`src/rtl/multi_debounce.sv`:
```
// Purpose : multi-channel push-button conditioner: 2-flop sync + stable-time filter per channel.
// Latency : btn_level and press/release pulses change STABLE_CYCLES+2 edges after the raw pin changes.
// Backpressure: none; pulses are fire-and-forget single-cycle strobes.
//
// Ports:
//   clk           system clock, rising edge
//   reset         asynchronous, active-low reset (clears every flop)
//   btn_raw       raw asynchronous button pins, polarity set by ACTIVE_LOW
//   btn_level     debounced level per channel, 1 = pressed
//   press_pulse   one-cycle strobe on debounced press (plus auto-repeat strobes when enabled)
//   release_pulse one-cycle strobe on debounced release
//   any_pressed   OR of btn_level
//
// Optional feature: define MULTI_DEBOUNCE_REPEAT_EN to add per-channel auto-repeat
// (first repeat REPEAT_DELAY cycles after the press, then every REPEAT_RATE cycles).

module multi_debounce #(
    parameter int CHANNELS      = 4,
    parameter int CNT_W         = 16,
    parameter int STABLE_CYCLES = 50000,
    parameter bit ACTIVE_LOW    = 1'b1,
    parameter int REPEAT_DELAY  = 25000000,
    parameter int REPEAT_RATE   = 5000000
) (
    input  logic                clk,
    input  logic                reset,
    input  logic [CHANNELS-1:0] btn_raw,
    output logic [CHANNELS-1:0] btn_level,
    output logic [CHANNELS-1:0] press_pulse,
    output logic [CHANNELS-1:0] release_pulse,
    output logic                any_pressed
);

    // Elaboration-time parameter sanity checks.
    if (CHANNELS < 1) begin : g_bad_channels
        $error("multi_debounce: CHANNELS must be >= 1");
    end
    if (STABLE_CYCLES < 1 || longint'(STABLE_CYCLES) > ((longint'(1) << CNT_W) - 1)) begin : g_bad_stable
        $error("multi_debounce: STABLE_CYCLES must be in 1 .. 2**CNT_W-1");
    end
    if (REPEAT_DELAY < 1 || REPEAT_RATE < 1) begin : g_bad_repeat
        $error("multi_debounce: REPEAT_DELAY and REPEAT_RATE must be >= 1");
    end

    localparam logic [CNT_W-1:0] CNT_LAST = CNT_W'(STABLE_CYCLES - 1);

    logic [CHANNELS-1:0] p;       // normalised input, 1 = pressed
    logic [CHANNELS-1:0] s1;
    logic [CHANNELS-1:0] s2;
    logic [CNT_W-1:0]    cnt [CHANNELS];
    logic [CHANNELS-1:0] mature;  // this edge flips btn_level

    assign p           = btn_raw ^ {CHANNELS{ACTIVE_LOW}};
    assign any_pressed = |btn_level;

    always_comb begin
        mature = '0;
        for (int i = 0; i < CHANNELS; i++) begin
            mature[i] = (s2[i] != btn_level[i]) && (cnt[i] == CNT_LAST);
        end
    end

`ifdef MULTI_DEBOUNCE_REPEAT_EN
    localparam int REP_W = CNT_W + 8;

    if (longint'(REPEAT_DELAY) > ((longint'(1) << REP_W) - 1) ||
        longint'(REPEAT_RATE)  > ((longint'(1) << REP_W) - 1)) begin : g_bad_rep_width
        $error("multi_debounce: REPEAT_DELAY/REPEAT_RATE must fit in CNT_W+8 bits");
    end

    localparam logic [REP_W-1:0] DELAY_LAST = REP_W'(REPEAT_DELAY - 1);
    localparam logic [REP_W-1:0] RATE_LAST  = REP_W'(REPEAT_RATE - 1);

    logic [REP_W-1:0]    rep_cnt [CHANNELS];
    logic [CHANNELS-1:0] rep_fast;  // 0: waiting out the initial delay, 1: repeating at REPEAT_RATE
`endif

    always_ff @(posedge clk or negedge reset) begin
        if (!reset) begin
            s1            <= '0;
            s2            <= '0;
            btn_level     <= '0;
            press_pulse   <= '0;
            release_pulse <= '0;
            for (int i = 0; i < CHANNELS; i++) begin
                cnt[i] <= '0;
            end
`ifdef MULTI_DEBOUNCE_REPEAT_EN
            rep_fast <= '0;
            for (int i = 0; i < CHANNELS; i++) begin
                rep_cnt[i] <= '0;
            end
`endif
        end else begin
            s1            <= p;
            s2            <= s1;
            press_pulse   <= '0;
            release_pulse <= '0;
            for (int i = 0; i < CHANNELS; i++) begin
                // Stable-time filter: any return of s2 to the current level restarts the count.
                if (s2[i] == btn_level[i]) begin
                    cnt[i] <= '0;
                end else if (mature[i]) begin
                    cnt[i]           <= '0;
                    btn_level[i]     <= s2[i];
                    press_pulse[i]   <= s2[i];
                    release_pulse[i] <= ~s2[i];
                end else begin
                    cnt[i] <= cnt[i] + 1'b1;
                end
`ifdef MULTI_DEBOUNCE_REPEAT_EN
                // Repeat timer only runs while the level is held. A release maturing on
                // this edge wins over a repeat strobe that would have landed here.
                if (!btn_level[i] || mature[i]) begin
                    rep_cnt[i]  <= '0;
                    rep_fast[i] <= 1'b0;
                end else if (rep_cnt[i] == (rep_fast[i] ? RATE_LAST : DELAY_LAST)) begin
                    rep_cnt[i]     <= '0;
                    rep_fast[i]    <= 1'b1;
                    press_pulse[i] <= 1'b1;
                end else begin
                    rep_cnt[i] <= rep_cnt[i] + 1'b1;
                end
`endif
            end
        end
    end

endmodule

```
`config.mk`:
```
export PLATFORM = sky130hd
export DESIGN_NAME = multi_debounce
export DESIGN_NICKNAME = d
export VERILOG_FILES = /design/src/rtl/multi_debounce.sv
export SDC_FILE = /design/constraint.sdc
export NUM_CORES = 1
export LEC_CHECK = 0
export BUFFER_PORTS_ARGS = -buffer_cell sky130_fd_sc_hd__buf_2
export CAP_MARGIN = 20
export CORE_MARGIN = 2
export CORE_UTILIZATION = 50
export DETAILED_ROUTE_END_ITERATION = 12
export PLACE_DENSITY_LB_ADDON = 0.12
export SLEW_MARGIN = 20
export SYNTH_ARGS = -nofsm -noshare
export SYNTH_HDL_FRONTEND = slang
export SYNTH_SLANG_ARGS = --single-unit
```
`constraint.sdc`:
```
create_clock -name clk -period 2.07 [get_ports clk]
set_input_delay 0.207 -clock clk [delete_from_list [all_inputs] [get_ports clk]]
set_output_delay 0.207 -clock clk [all_outputs]
set_load 0.02 [all_outputs]
```
==> key figures <==
Placed design
  • Post-DP HPWL: 4818 um
  • Place WS: 224.1 ps
  • Gpl congestion: 0.8546
  • Port-buffer cells: 18

Global routing
  • GR met3 Demand/Resource: 5.145%
  • Total GRT Usage: 18.55%
  • Largest net degree at the start of global routing: 41
  • Grt total ovfl: 0
  • Met1 Use GR: 24.81%
  • Most used routing layer: met2
  • First-pass GRT wire length: 12420 um
  • Number of global-route vias before repair: 2734
  • Initial antenna violation count: 0
  • Grt met2 use: 28.43%

Critical path
  • R2R cell count: 4
  • RR Startpoint: cnt[28]$_DFF_PN0_
  • CP top delay family: simple AND/OR/NAND/NOR gates
  • CP Data Required Time: 2310 ps
  • Crit end category: register
  • R2r endpoint: btn_level[2]$_DFFE_PN0P_
  • Crit path launch type: register
  • WP data arrival: 2090 ps
  • CP Cell Sequence: nor4_1 > nand3b_1 > or4_4 > mux2_1
  • R2r setup slk: 220 ps
  • Critical path buffers and inverters: 0
  • Crit path from: cnt[28]$_DFF_PN0_
  • Critical path destination: btn_level[2]$_DFFE_PN0P_
  • Levels on crit path: 4
  • CP max stage delay: 560 ps
  • Slowest-stage cell, CP: or4_4
  • Setup CP Type: reg2reg
  • Crit Path Max Fanout: 4

Route
  • Vias per std cell: 5.411
  • WL final: 6874 um
  • # DRC: 0
  • Via count: 2727
  • DRT iter0 DRCs: 81
  • Drt pass-1 iters: 7
  • Wire per inst: 13.64 um
  • ANT nets after route: 0

STA
  • RSZ-0062 raised after global routing: false
  • Final setup viols: 0
  • Setup Skew: 6.703 ps
  • Hold_ws: 320.9 ps
  • Max Slew Vio Count: 0
  • Tmin final: 1847 ps
  • Hold Vio Cnt, Final: 0
  • Final period utilization: 89.24%
  • Worst setup margin: 222.8 ps
  • FMAX: 541.4 MHz
  • Slew Limit Headroom: 71.70%
  • Setup_tns: 0 ps
  • Worst slew pin tran: 420.6 ps

Synthesis
  • Top-count cell post-synth: dfrtp_1
  • Synth area leaders: dfrtp_1, xnor2_1, nor2_1
  • Synth Net Count: 373
  • Yosys top cell area share: 54.83%
  • Async set or reset register ratio after synthesis: 100.0%
  • Sequential share of the synthesized area: 54.83%
  • Top cells by count, synth: dfrtp_1, nor2_1, xnor2_1, nand3_1, nand4_1
  • Top_reg_cell synth: dfrtp_1
  • Synthesized area per cell: 10.56 um2
  • Synth unique cells: 30
  • EDFF count, synth: 0
  • Yosys reg bits: 84
  • Yosys top cell by area: dfrtp_1
  • Cell count after synthesis: 363
  • Cell area after synthesis: 0.003834 mm2
  • Yosys warning total: 0

Pwr
  • Pwr dens: 696.3 mW/mm2
  • Peak VDD IR: 362.2 uV
  • Leakage: 0.001842 uW

CTS
  • Root Buffer: clkbuf_8
  • Clock tree buffer depth: 2
  • Clk Latency, worst-skew pair: 350 ps
  • Reg clk slew, reported paths: 80 ps
  • Post-CTS setup buffer count: 0
  • CTS tree: yes
  • CTS Sinks: 84
  • CTS H-tree lvls: 3
  • CTS Buf Count: 9

Floorplanning
  • Die ar.: 0.008384 mm2
  • Rows: 31
  • Die span in x: 91.57 um
  • Die H: 91.57 um
  • Io pins: 19
  • Initial Util: 52.30%
  • Area of the core: 0.007331 mm2

Job
  • Max-cap viol count: 0

Status
  • Outcome: completed

Cells and area
  • Antenna diodes: 0
  • Layout Nets: 411
  • Area grow syn2layout: 13.74%
  • Layout cell share with drive strength beyond 1: 12.59%

Min path
  • Hold Crit Class: in2async
==> layout make-up <==
cell class | count | area, um2
tap | 99 | 123.9
timing repair buffer | 32 | 222.7
sequential | 84 | 2102
fill | 620 | 2970
inverter | 11 | 41.29
clock buffer | 10 | 127.6
multi-input combinational | 263 | 1665
clock inverter | 5 | 77.57
==> how the worst min path moves through the flow <==
stage / end / cells after the start
floorplan: btn_level[0]$_DFFE_PN0P_ / 0
global placement: cnt[35]$_DFF_PN0_ / 1
detailed placement: cnt[35]$_DFF_PN0_ / 1
CTS: s2[1]$_DFF_PN0_ / 2
global route: cnt[63]$_DFF_PN0_ / 2
finish: s2[1]$_DFF_PN0_ / 2
==> worst register-to-register path: cells and delay by family (launching register included) <==
kind             cells  cell delay (ps)
multiplexers         1              320
flip-flops           1              420
AND/OR/NAND/NOR      3             1000
==> cell usage in the layout, fill, tap and decap left out, types with 2 or more instances in the layout <==
cell type / n
nor4bb_1: 2
mux2_4: 2
clkbuf_8: 9
buf_4: 9
nand3b_1: 3
nor2_1: 68
o41ai_2: 3
or3_1: 2
or4_1: 2
or4_4: 3
xor2_1: 16
clkinv_2: 2
nand2_1: 18
dfrtp_1: 84
nor4_1: 16
nand4_1: 19
buf_2: 17
and3_1: 9
nand3_1: 24
bufinv_16: 2
nor3_1: 14
xnor2_1: 43
nor3b_1: 8
dlygate4sd3_1: 5
ha_1: 4
inv_1: 11
==> through the flow <==
stage                     total power, uW  cell area [um2]  utilization (%)  cells
after floorplan                      1770             3834                -    363
after global placement               1839             4105            56.00    484
after detailed placement             1840             4105            56.00    484
after CTS                            3085             4360            59.48    504
after global routing                 3166             4360            59.48    504
final                                3036             4360            59.48    504
==> metal layers <==
metal / share of wire (%) / routed length, um
met4: 1.9 / 129
met1: 48 / 3324
met5: 0 / 0
met2: 46 / 3129
met3: 4.2 / 291
==> flip-flops by register name, indices dropped and copies added, names as in the netlist <==
| signal | count |
|---|---|
| btn_level | 4 |
| cnt | 64 |
| press_pulse | 4 |
| release_pulse | 4 |
| s1 | 4 |
| s2 | 4 |
==> power by group <==
part	switching [uW]	internal, uW	total (uW)
Combinational	69.4	47.0	116
Clock	556	669	1230
Sequential	28.1	1670	1690
==> logic make-up after synthesis <==
| family | Yosys count | synth area share [%] |
|---|---|---|
| AND/OR/NAND/NOR | 191 | 25.69 |
| flip-flops | 84 | 54.83 |
| XOR/XNOR | 59 | 13.48 |
| buffers and inverters | 16 | 1.730 |
| AO/OA/AOI/OAI | 5 | 1.599 |
| multiplexers | 4 | 1.371 |
| adder cells (fa/ha/maj) | 4 | 1.306 |
==> repair_timing <==
item	in CTS	in global routing
hold buffers	5	0
resized for setup	0	0
hold endpoints to repair	32	0
(Power assumes the default switching activity.)
